`src/rtl/lock_input_cond_pkg.sv`:
```
// Shared constants for the lock input-conditioning stage and the lock FSM.
// Defines debounce defaults, input bit indices and the login width.
package lock_pkg;

    localparam int DEB_CYCLES_DEF = 1000000;
    localparam int CNT_W_DEF      = 20;
    localparam int LOGIN_W        = 4;

    localparam int IDX_ONOFF  = 0;
    localparam int IDX_OOPS   = 1;
    localparam int IDX_ENTER  = 2;
    localparam int IDX_LOGIN0 = 3;
    localparam int IDX_LOGIN1 = 4;
    localparam int IDX_LOGIN2 = 5;
    localparam int IDX_LOGIN3 = 6;
    localparam int N_IN       = 7;

    function automatic logic rise_det(input logic cur, input logic prev);
        return cur & ~prev;
    endfunction

endpackage

```
`src/rtl/lock_input_cond_if.sv`:
```
// Raw board inputs and conditioned outputs of lock_input_cond.
// master = board/bench side, slave = conditioning block.
interface lock_input_cond_if;
    import lock_pkg::*;

    logic               onoff_raw;
    logic               oops_raw;
    logic               enter_raw;
    logic [LOGIN_W-1:0] login_raw;
    logic               onoff;
    logic               oops_p;
    logic               enter_p;
    logic [LOGIN_W-1:0] login;

    modport master (
        output onoff_raw, oops_raw, enter_raw, login_raw,
        input  onoff, oops_p, enter_p, login
    );

    modport slave (
        input  onoff_raw, oops_raw, enter_raw, login_raw,
        output onoff, oops_p, enter_p, login
    );

endinterface

```
`src/rtl/lock_input_cond_debounce.sv`:
```
// debounce_bit: 2-flop synchroniser followed by a counting debouncer.
// db only changes after DEB_CYCLES consecutive cycles of disagreement.
module debounce_bit #(
    parameter int DEB_CYCLES = 1000000,
    parameter int CNT_W      = 20
) (
    input  logic clk,
    input  logic reset,
    input  logic raw,
    output logic db
);

    localparam logic [CNT_W-1:0] CNT_LAST = CNT_W'(DEB_CYCLES - 1);

    logic             sync1_q, sync1_d;
    logic             sync2_q, sync2_d;
    logic             db_q, db_d;
    logic [CNT_W-1:0] cnt_q, cnt_d;

    always_comb begin
        sync1_d = raw;
        sync2_d = sync1_q;
        db_d    = db_q;
        cnt_d   = cnt_q;
        // Any agreement resets the count, so bounce restarts the window.
        if (sync2_q == db_q) begin
            cnt_d = '0;
        end else if (cnt_q == CNT_LAST) begin
            db_d  = sync2_q;
            cnt_d = '0;
        end else begin
            cnt_d = cnt_q + CNT_W'(1);
        end
    end

    always_ff @(posedge clk or negedge reset) begin
        if (!reset) begin
            sync1_q <= 1'b0;
            sync2_q <= 1'b0;
            db_q    <= 1'b0;
            cnt_q   <= '0;
        end else begin
            sync1_q <= sync1_d;
            sync2_q <= sync2_d;
            db_q    <= db_d;
            cnt_q   <= cnt_d;
        end
    end

    assign db = db_q;

endmodule

```
`src/rtl/lock_input_cond.sv`:
```
// Input conditioning for the lock FSM: sync + debounce of 7 raw inputs, press pulses.
// Optional macro LOGIN_CAPTURE_EN latches login on each enter press.
module lock_input_cond
    import lock_pkg::*;
#(
    parameter int DEB_CYCLES = DEB_CYCLES_DEF,
    parameter int CNT_W      = CNT_W_DEF
) (
    input logic              clk,
    input logic              reset,
    lock_input_cond_if.slave io
);

    logic [N_IN-1:0]    raw_vec;
    logic [N_IN-1:0]    db_vec;
    logic [LOGIN_W-1:0] db_login;

    assign raw_vec[IDX_ONOFF]                = io.onoff_raw;
    assign raw_vec[IDX_OOPS]                 = io.oops_raw;
    assign raw_vec[IDX_ENTER]                = io.enter_raw;
    assign raw_vec[IDX_LOGIN0 +: LOGIN_W]    = io.login_raw;

    for (genvar i = 0; i < N_IN; i++) begin : g_db
        debounce_bit #(
            .DEB_CYCLES(DEB_CYCLES),
            .CNT_W     (CNT_W)
        ) u_db (
            .clk  (clk),
            .reset(reset),
            .raw  (raw_vec[i]),
            .db   (db_vec[i])
        );
    end

    assign db_login = db_vec[IDX_LOGIN0 +: LOGIN_W];

    logic oops_prev_q, oops_prev_d;
    logic enter_prev_q, enter_prev_d;
    logic oops_p_q, oops_p_d;
    logic enter_p_q, enter_p_d;
    logic oops_rise, enter_rise;

    always_comb begin
        oops_prev_d  = db_vec[IDX_OOPS];
        enter_prev_d = db_vec[IDX_ENTER];
        oops_rise    = rise_det(db_vec[IDX_OOPS], oops_prev_q);
        enter_rise   = rise_det(db_vec[IDX_ENTER], enter_prev_q);
        oops_p_d     = oops_rise;
        // A coincident enter press is dropped, not deferred.
        enter_p_d    = enter_rise & ~oops_rise;
    end

    always_ff @(posedge clk or negedge reset) begin
        if (!reset) begin
            oops_prev_q  <= 1'b0;
            enter_prev_q <= 1'b0;
            oops_p_q     <= 1'b0;
            enter_p_q    <= 1'b0;
        end else begin
            oops_prev_q  <= oops_prev_d;
            enter_prev_q <= enter_prev_d;
            oops_p_q     <= oops_p_d;
            enter_p_q    <= enter_p_d;
        end
    end

`ifdef LOGIN_CAPTURE_EN
    logic [LOGIN_W-1:0] login_cap_q, login_cap_d;

    always_comb begin
        login_cap_d = login_cap_q;
        if (enter_p_d) begin
            login_cap_d = db_login;
        end
    end

    always_ff @(posedge clk or negedge reset) begin
        if (!reset) begin
            login_cap_q <= '0;
        end else begin
            login_cap_q <= login_cap_d;
        end
    end

    assign io.login = login_cap_q;
`else
    assign io.login = db_login;
`endif

    assign io.onoff   = db_vec[IDX_ONOFF];
    assign io.oops_p  = oops_p_q;
    assign io.enter_p = enter_p_q;

endmodule

```
`src/flat_wrapper.sv`:
```
// flat-port wrapper written by rule: the top's interface ports become plain ports
module lock_input_cond_flat import lock_pkg::*;
#(
    parameter int DEB_CYCLES = DEB_CYCLES_DEF,
    parameter int CNT_W      = CNT_W_DEF
)
  (clk, reset, io_onoff_raw, io_oops_raw, io_enter_raw, io_login_raw, io_onoff, io_oops_p, io_enter_p, io_login);
  lock_input_cond_if io_i ();
  input logic clk;
  input logic reset;
  input wire logic [$bits(io_i.onoff_raw)-1:0] io_onoff_raw;
  input wire logic [$bits(io_i.oops_raw)-1:0] io_oops_raw;
  input wire logic [$bits(io_i.enter_raw)-1:0] io_enter_raw;
  input wire logic [$bits(io_i.login_raw)-1:0] io_login_raw;
  output wire logic [$bits(io_i.onoff)-1:0] io_onoff;
  output wire logic [$bits(io_i.oops_p)-1:0] io_oops_p;
  output wire logic [$bits(io_i.enter_p)-1:0] io_enter_p;
  output wire logic [$bits(io_i.login)-1:0] io_login;
  assign io_i.onoff_raw = io_onoff_raw;
  assign io_i.oops_raw = io_oops_raw;
  assign io_i.enter_raw = io_enter_raw;
  assign io_i.login_raw = io_login_raw;
  assign io_onoff = io_i.onoff;
  assign io_oops_p = io_i.oops_p;
  assign io_enter_p = io_i.enter_p;
  assign io_login = io_i.login;
  lock_input_cond #(.DEB_CYCLES(DEB_CYCLES), .CNT_W(CNT_W)) u_core (.clk(clk), .reset(reset), .io(io_i));
endmodule
```
`config.mk`:
```
export PLATFORM = sky130hd
export DESIGN_NAME = lock_input_cond_flat
export DESIGN_NICKNAME = d
export VERILOG_FILES = /design/src/rtl/lock_input_cond_pkg.sv /design/src/rtl/lock_input_cond_if.sv /design/src/rtl/lock_input_cond_debounce.sv /design/src/rtl/lock_input_cond.sv /design/src/flat_wrapper.sv
export SDC_FILE = /design/constraint.sdc
export NUM_CORES = 1
export LEC_CHECK = 0
export CORE_UTILIZATION = 62
export CTS_CLUSTER_SIZE = 14
export DETAILED_ROUTE_END_ITERATION = 8
export GPL_TIMING_DRIVEN = 0
export PLACE_DENSITY = 0.85
export SLEW_MARGIN = 20
export SYNTH_ARGS = -nofsm -noshare
export SYNTH_HDL_FRONTEND = slang
export SYNTH_HIERARCHICAL = 1
export SYNTH_SLANG_ARGS = --single-unit
```
`constraint.sdc`:
```
create_clock -name clk -period 2.1 [get_ports clk]
set_input_delay 0.42 -clock clk [delete_from_list [all_inputs] [get_ports clk]]
set_output_delay 0.42 -clock clk [all_outputs]
set_load 0.005 [all_outputs]
```
==> results_dict.tcl, run 1 <==
set metrics [dict create \
    status "finished, violations left" \
    violations "hold timing" \
    drt-wirelength-per-cell_um 15.20 \
    path_max_fanout 10 \
    drive_gt1_share_pct 9.630 \
    async_flop_share_pct 100.0 \
    grt_usage_pct 25.41 \
    powerDensity_mw_per_mm2 748.8 \
    nFillCells 815 \
    routed_wl_um 14860 \
    clk_path_buf_depth 2 \
    synth_area_leaders "dfrtp_1, xnor2_1, nor2_1, xor2_1, nand3_1" \
    diodes 0 \
    reg2reg_slack_ns 0.15 \
    core_area_mm2 0.01226 \
    period_needed_ns 1.953 \
    post-cts-setup-buffers 0 \
    pin_count 16 \
    cts_max_level 4 \
    initial_utilization_pct 64.67 \
    setup-violations-final 0 \
    syn_nets 778 \
    holdWs_ns -0.002470 \
    ir_drop_mv 0.6198 \
    synth_most_common_cell "dfrtp_1" \
    critPathRequiredTime_ns 2.41 \
    arrival_ns 2.26 \
    crit_type "flop to flop" \
    drv_cap 0 \
    p_leak_uw 0.003654 \
    io_buffer_count 15 \
    drt_first_pass_iters 7 \
    hold_path_class "input port to asynchronous set/reset pin" \
    yosys_warnings 6 \
    drv_slew 0 \
    num_vias 5746 \
    detail-route-antenna-nets 0 \
    synth_cell_types 28 \
    die_w_um 115.1 \
    yosysSeqAreaShare_pct 52.07 \
    syn_area_mm2 0.007930 \
    clock-sinks 165 \
    finClkSkew_ns 0.005614 \
    postSynthAreaPerCell_um2 10.41 \
    drt_iter0_drc 358 \
    drc 0 \
    clk_latency_ns 0.43 \
    yosysTopAreaCellShare_pct 52.07 \
    dieArea_mm2 0.01325 \
    finalCritPeriodShare_pct 92.99 \
    cp-end-kind "flop" \
    rows 40 \
    grt_pass1_vias 5839 \
    synth_top_flop_cell "dfrtp_1" \
    grt_max_degree 102 \
    clk_pin_slew_ns 0.06 \
    grt_overflow 0 \
    post_cts_resized 0 \
    synth-seq-cells 165 \
    viasPerCell 5.875 \
    die_h_um 115.1 \
    grt_pass1_wl_um 26280 \
    gp_congestion 0.7941 \
    cts_buffers 17 \
    syn_inst 762 \
    ctsHoldBuffers 0 \
    setup.worst_path.start_class "flop" \
    worstMarginPinSlew_ns 0.7534 \
    setup_tns_ns 0 \
    final_hold_viol_count 1 \
    worst_slack_ns 0.1472 \
    fmax_mhz 512.1 \
    syn_to_final_growth_pct 13.06 \
    cts_tree "yes" \
    antenna_found_initial 0 \
    synth_top_cell_by_area "dfrtp_1" \
    fin_nets 813 \
    dpl.hpwl_um 9602 \
    place_ws_ns 0.1445 \
    root_buffer "clkbuf_16" \
    synth-edff-count 0 \
    ys_top_cells_by_count "dfrtp_1, nor2_1, xnor2_1" \
    relSlewSlack_pct 49.77 \
    p_total_uw 6714 \
]
cell usage in the layout (no fill, tap or decap), drive strengths merged:
cell and count:
clkdlybuf4s50 14, a21oi 14, clkbuf 21, nand2 42
ha 7, and2 7, mux2i 14, mux2 7
dfrtp 165, nor4 35, nor3 35, and4 14
nor3b 1, nand4 35, xor2 35, or3 14
inv 30, and3 7, nor2b 1, nor4b 14
xnor2 77, or4 7, clkinvlp 2, clkinv 4
nand3 42, buf 9, nor2 133, o21ai 21
bufinv 3
kinds of logic after synthesis:
family / share of synthesized area (%)
DFF: 52.07
xor gates and xnor gates: 12.37
AOI/OAI and AO/OA: 2.540
adders and majority gates: 1.104
muxes: 2.761
and+or+nand+nor: 27.39
buffers and inverters: 1.767
power by group:
part | leakage [uW] | total (uW) | internal, uW | switching (uW)
logic | 0.00109 | 201 | 63.3 | 137
clock network | 0.000306 | 3240 | 2000 | 1240
registers | 0.00226 | 3270 | 3230 | 49.1
per-stage QoR:
step           cell area, um^2  std cells  util, %  hold slack, ns
6_report                  8966        978    73.12       -0.002470
5_1_grt                   8966        978    73.12         0.08909
4_1_cts                   8950        978    72.99         0.06154
3_5_place_dp              8323        946    67.88          0.3347
3_3_place_gp              8290        945    67.61          0.3330
2_1_floorplan             7930        762        -          0.1244
flip-flops by register name, summed over array words and instances, names as in the netlist:
| name | cells |
|---|---|
| u_core/g_db.u_db/sync1_q | 7 |
| u_core/g_db.u_db/db | 7 |
| u_core/oops_prev_q | 1 |
| u_core/g_db.u_db/sync2_q | 7 |
| u_core/io.oops_p | 1 |
| u_core/g_db.u_db/cnt_q | 140 |
| u_core/io.enter_p | 1 |
| u_core/enter_prev_q | 1 |
final timing paths:
check	start	to	depth (start not counted)
max	u_core/g_db[2].u_db/cnt_q[0]	u_core/g_db[2].u_db/cnt_q[11]	6
min	reset	u_core/g_db[6].u_db/cnt_q[5]	1
max reg2reg	u_core/g_db[2].u_db/cnt_q[0]	u_core/g_db[2].u_db/cnt_q[11]	6
min reg2reg	u_core/g_db[4].u_db/sync1_q	u_core/g_db[4].u_db/sync2_q	0
max in group asynchronous	reset	u_core/g_db[3].u_db/cnt_q[19]	2
min in group clk	u_core/g_db[4].u_db/sync1_q	u_core/g_db[4].u_db/sync2_q	0
area by class of cell:
type	count	area (um^2)	area share, %
Clock buffer	21	480.5	5.359
Inverter	28	105.1	1.172
Timing Repair Buffer	16	182.7	2.037
Buffer	7	35.03	0.3907
Multi-Input combinational cell	562	3677	41.01
Sequential cell	165	4129	46.05
Clock inverter	11	146.4	1.633
Tap cell	168	210.2	2.344
metal layers:
layer	global-route usage, %	up-vias	share of wire, %
met5	0	-	0
met4	9.870	0	1.5
met3	6.115	18	3.7
met2	43.57	129	52
met1	31.19	2849	43
li1	-	2750	-
critical path: stages (launching register included):
cell,delay [ns]
dfrtp_1,0.43
ha_1,0.24
and3_1,0.24
nand4_1,0.15
o21ai_2,0.38
buf_2,0.30
nor2_1,0.08
Note: power is estimated with default switching activity, not from simulation.
==> run 2: changes to the inputs <==
- CORE_UTILIZATION: 62 -> 45
- PLACE_DENSITY: 0.85 -> 0.67
==> run 2 against run 1 <==
  * The flow now finishes without violations
  * Via count shrank 4.4%
  * Sequential power is essentially flat
  * Combinational power grew 2%
  * First-iteration DRC count shrank 26%
  * Global-route usage shrank 8.5 points
  * Maximum frequency grew 1.5%
  * Highest routed layer unchanged
  * Largest cell class unchanged
  * Worst hold slack gained 0.0025 ns
==> results_dict.tcl, run 2 (synthesis gave the netlist of run 1 again) <==
set metrics [dict create \
    status "finished clean" \
    grt_max_degree 85 \
    cts_buffers 17 \
    nFillCells 1499 \
    p_leak_uw 0.003629 \
    routed_wl_um 13760 \
    instances_no_fill 1035 \
    finClkSkew_ns 0.005490 \
    fin_nets 813 \
    antenna_found_initial 0 \
    crit_buf_inv 1 \
    fmax_mhz 519.7 \
    mostFrequentLayoutCell "dfrtp_1" \
    powerDensity_mw_per_mm2 727.4 \
    arrival_ns 2.22 \
    slowest_delay_ns 0.40 \
    crit_type "flop to flop" \
    grt_usage_pct 16.93 \
    syn_to_final_growth_pct 14.11 \
    die_h_um 134.8 \
    cts_max_level 4 \
    initial_utilization_pct 46.01 \
    pin_count 16 \
    rows 48 \
    drv_cap 0 \
    drt_iter0_drc 264 \
    setup.worst_path.start_class "flop" \
    grt_pass1_vias 5311 \
    ctsHoldBuffers 0 \
    period_needed_ns 1.924 \
    final_cell_mix "dfrtp_1, nor2_1, xnor2_1, nand3_1, nand2_1" \
    crit_family "simple AND/OR/NAND/NOR gates" \
    drt_first_pass_iters 4 \
    hold_path_class "input port to asynchronous set/reset pin" \
    clk_path_buf_depth 2 \
    viasPerCell 5.308 \
    post_cts_resized 0 \
    final_hold_viol_count 0 \
    dp.cells 1003 \
    clk_latency_ns 0.42 \
    setup-violations-final 0 \
    detail-route-antenna-nets 0 \
    r2r_start "u_core/g_db[3].u_db/cnt_q[0]" \
    drive_gt1_share_pct 9.630 \
    ff_latch_area_mm2 0.004129 \
    multi_input_area_mm2 0.003714 \
    drv_slew 0 \
    finalCritPeriodShare_pct 91.62 \
    post-cts-setup-buffers 0 \
    final_util_pct 52.50 \
    core_area_mm2 0.01724 \
    grt_pass1_wl_um 24920 \
    worstMarginPinSlew_ns 0.6316 \
    drt-wirelength-per-cell_um 13.30 \
    dpl.hpwl_um 9084 \
    largest_reg_flops 140 \
    cp-startpoint "u_core/g_db[3].u_db/cnt_q[0]" \
    path_max_fanout 10 \
    critPathRequiredTime_ns 2.40 \
    io_buffer_count 15 \
    clk_pin_slew_ns 0.06 \
    die_w_um 134.8 \
    root_buffer "clkbuf_16" \
    setup_tns_ns 0 \
    crit_slowest_cell "dfrtp_1" \
    rsz0062_at_grt "false" \
    holdWs_ns 0.000001277 \
    clock-sinks 165 \
    relSlewSlack_pct 57.51 \
    drc 0 \
    cts_tree "yes" \
    largest_register "u_core/g_db.u_db/cnt_q" \
    ir_drop_mv 0.5755 \
    num_vias 5494 \
    cp-end-kind "flop" \
    diodes 0 \
    design_area_mm2 0.009049 \
    gp_congestion 0.7467 \
    crit_chain "ha_1 -> and3_1 -> nand4_1 -> o21ai_4 -> buf_2 -> nor2_1" \
    placed_area_mm2 0.008394 \
    dieArea_mm2 0.01816 \
    grt_overflow 0 \
]
-- run 2: changes by cell type in the layout (fill, tap and decap cells not counted) --
cell       change
bufinv_16      -1
clkbuf_8       -2
clkinv_2       -1
clkinv_4       +3
inv_8          +1
nor4_2         +1
nor4_4         -1
o21ai_2        -6
o21ai_4        +6
-- run 2: path summary, 6_finish.rpt --
kind                                                  to  slack [ns]  cells after the start
setup / recovery           u_core/g_db[3].u_db/cnt_q[13]        0.18                      6
hold / removal              u_core/g_db[4].u_db/cnt_q[2]    0.000001                      1
setup reg to reg           u_core/g_db[3].u_db/cnt_q[13]        0.18                      6
hold reg to reg              u_core/g_db[6].u_db/sync2_q        0.35                      0
max in group asynchronous  u_core/g_db[2].u_db/cnt_q[16]        1.28                      2
min in group clk             u_core/g_db[6].u_db/sync2_q        0.35                      0
-- run 2: worst reg2reg max path, delay by kind of cell, from the launching register on --
kind,cells,cell delay (ns)
simple gates,3,0.54
compound gates,1,0.34
fa+ha+maj,1,0.23
buf+inv,1,0.30
flops,1,0.40
-- run 2: layout make-up --
type	instances	share of cell area, %
Sequential cell	165	45.63
Tap cell	225	3.111
Buffer	7	0.3872
Inverter	28	1.162
Multi-Input combinational cell	562	41.04
Clock buffer	19	5.006
Clock inverter	13	1.645
Timing Repair Buffer	16	2.019
-- run 2: layer usage --
layer / track usage (%) / wire (um) / part of all wire [%]
met5: 0 / 0 / 0
met4: 4.682 / 102 / 0.74
met3: 4.317 / 385 / 2.8
met2: 25.74 / 6465 / 47
met1: 23.97 / 6809 / 49
-- run 2: metrics by stage --
stage / setup slack (ns) / power [uW]
2_1_floorplan: 0.4813 / 3413
3_5_place_dp: 0.1225 / 3536
3_3_place_gp: -6.208 / 3527
4_1_cts: 0.1039 / 6690
6_report: 0.1760 / 6582
5_1_grt: 0.03006 / 6884
-- run 2: where the power goes --
part,switching [uW],leakage (uW),internal (uW),total (uW)
Clock,1270,0.000292,1830,3110
Combinational,139,0.00108,65.9,205
Sequential,46.0,0.00226,3230,3270
Total,1460,0.00363,5120,6580
==> run 3: changes to the inputs <==
- CORE_UTILIZATION: 45 -> 50
- CTS_CLUSTER_SIZE: 14 -> unset
- MAX_ROUTING_LAYER: unset -> met4
- PLACE_DENSITY: 0.67 -> 0.72
==> run 3 against run 2 <==
  * Combinational power down 2%
  * Sequential share of layout area up 0.25 points
  * Clock skew up 0.0050 ns
  * Cell count down 1.9%
==> results_dict.tcl, run 3 (synthesis gave the netlist of run 1 again) <==
set metrics [dict create \
    drv_slew 0 \
    fin_nets 814 \
    pin_count 16 \
    viasPerCell 5.540 \
    finClkSkew_ns 0.01050 \
    ff2ff_path_depth 6 \
    crit_type "flop to flop" \
    holdWs_ns 0.3486 \
    initial_utilization_pct 51.78 \
    clk_path_buf_depth 2 \
    final_cell_mix "dfrtp_1, nor2_1, xnor2_1, nand3_1, nand2_1" \
    p_int_uw 5257 \
    worstMarginPinSlew_ns 0.6117 \
    setup_tns_ns 0 \
    critPathRequiredTime_ns 2.40 \
    holdPathStages 0 \
    detail-route-antenna-nets 0 \
    setup.worst_path.start_class "flop" \
    grt_overflow 0 \
    core_area_mm2 0.01531 \
    root_buffer "clkbuf_16" \
    dieArea_mm2 0.01637 \
    drive_gt1_share_pct 8.955 \
    mostFrequentLayoutCell "dfrtp_1" \
    antenna_found_initial 0 \
    drt_iter0_drc 366 \
    fmax_mhz 518.5 \
    cp-end-kind "flop" \
    grt_usage_pct 19.77 \
    cts_buffers 17 \
    drv_cap 0 \
    cts_max_level 4 \
    cts_tree "yes" \
    gp_congestion 0.7813 \
    place_ws_ns 0.1224 \
    die_w_um 127.9 \
    p_seq_share_pct 49.8 \
    drt_first_pass_iters 4 \
    pwr-share-clk_pct 47.2 \
    io_buffer_count 15 \
    swShare_pct 20.05 \
    drc 0 \
    hold_path_class "flop to flop" \
    period_needed_ns 1.929 \
    post-cts-setup-buffers 0 \
    num_vias 5623 \
    arrival_ns 2.23 \
    worst_slack_ns 0.1713 \
    rows 45 \
    grt_pass1_vias 5608 \
    p_sw_uw 1319 \
    p_leak_uw 0.003640 \
    drt-wirelength-per-cell_um 14.18 \
    nFillCells 1262 \
    setup-violations-final 0 \
    largest_reg_flops 140 \
    final_hold_viol_count 0 \
    pwr-share-comb_pct 3.0 \
    status "finished clean" \
    clk_pin_slew_ns 0.06 \
    rsz0062_at_grt "false" \
    grt_pass1_wl_um 25140 \
    clk_latency_ns 0.42 \
    powerDensity_mw_per_mm2 730.7 \
    diodes 0 \
    ir_drop_mv 0.6393 \
    routed_wl_um 14390 \
    die_h_um 127.9 \
    clock-sinks 165 \
    path_max_fanout 10 \
    syn_to_final_growth_pct 13.47 \
    largest_register "u_core/g_db.u_db/cnt_q" \
    relSlewSlack_pct 58.85 \
    finalCritPeriodShare_pct 91.84 \
    grt_max_degree 99 \
    dpl.hpwl_um 9740 \
    p_total_uw 6576 \
]
[run 3: cell types whose count changed in the layout (fill, tap and decap cells not counted), sizes merged]
cell,delta
clkinv,-3
inv,-3
bufinv,+2
clkinvlp,-2
clkbuf,-1
dlygate4sd3,+1
[run 3: power groups by stage]
stage	Clock [uW]	Sequential, uW	Combinational (uW)
floorplan	0	3320	93.6
global placement	0	3330	189
detailed placement	0	3330	203
CTS	3170	3270	206
global route	3310	3280	233
finish	3100	3270	200
[run 3: layer usage]
| layer | global-route usage [%] | vias up | part of all wire (%) | wire, um |
|---|---|---|---|---|
| met2 | 32.35 | 62 | 50 | 7218 |
| li1 | - | 2740 | - | - |
| met4 | 6.713 | 0 | 1.3 | 192 |
| met3 | 4.424 | 16 | 2.4 | 352 |
| met5 | - | - | 0 | 0 |
| met1 | 24.28 | 2805 | 46 | 6626 |
[run 3: final cells by class]
type | count | area [um^2] | share of cell area [%]
multi-input combinational | 562 | 3699 | 41.10
buffer | 7 | 35.03 | 0.3893
sequential | 165 | 4129 | 45.88
clock inverter | 7 | 135.1 | 1.502
clock buffer | 18 | 439.2 | 4.880
timing repair buffer | 17 | 192.7 | 2.141
inverter | 28 | 105.1 | 1.168
tap | 211 | 264.0 | 2.934
[run 3: worst max-delay path: stages (launching register included)]
cell,delay [ns]
dfrtp_1,0.40
ha_1,0.22
and3_1,0.25
nand4_1,0.17
o21ai_2,0.39
buf_2,0.30
nor2_1,0.08
[run 3: path summary, 6_finish.rpt]
kind                                               from                       endpoint  slack, ns
max                        u_core/g_db[1].u_db/cnt_q[0]  u_core/g_db[1].u_db/cnt_q[13]       0.17
min                         u_core/g_db[3].u_db/sync1_q    u_core/g_db[3].u_db/sync2_q       0.35
max reg2reg                u_core/g_db[1].u_db/cnt_q[0]  u_core/g_db[1].u_db/cnt_q[13]       0.17
min reg2reg                 u_core/g_db[3].u_db/sync1_q    u_core/g_db[3].u_db/sync2_q       0.35
max in group asynchronous                         reset   u_core/g_db[1].u_db/cnt_q[0]       0.73
min in group asynchronous                         reset   u_core/g_db[6].u_db/cnt_q[8]       0.54
[run 3: per-stage QoR]
stage / std cells / area, um^2 / util (%)
6_report: 1015 / 8999 / 58.76
5_1_grt: 1015 / 8999 / 58.76
4_1_cts: 1015 / 8961 / 58.51
3_5_place_dp: 989 / 8377 / 54.70
3_3_place_gp: 988 / 8344 / 54.49
2_1_floorplan: 762 / 7930 / -
[run 3: repair_timing]
action	4_1_cts	5_1_grt
setup endpoints to repair	0	24
endpoints found under the hold margin	67	0
resized for setup	0	5
hold buffers	1	0
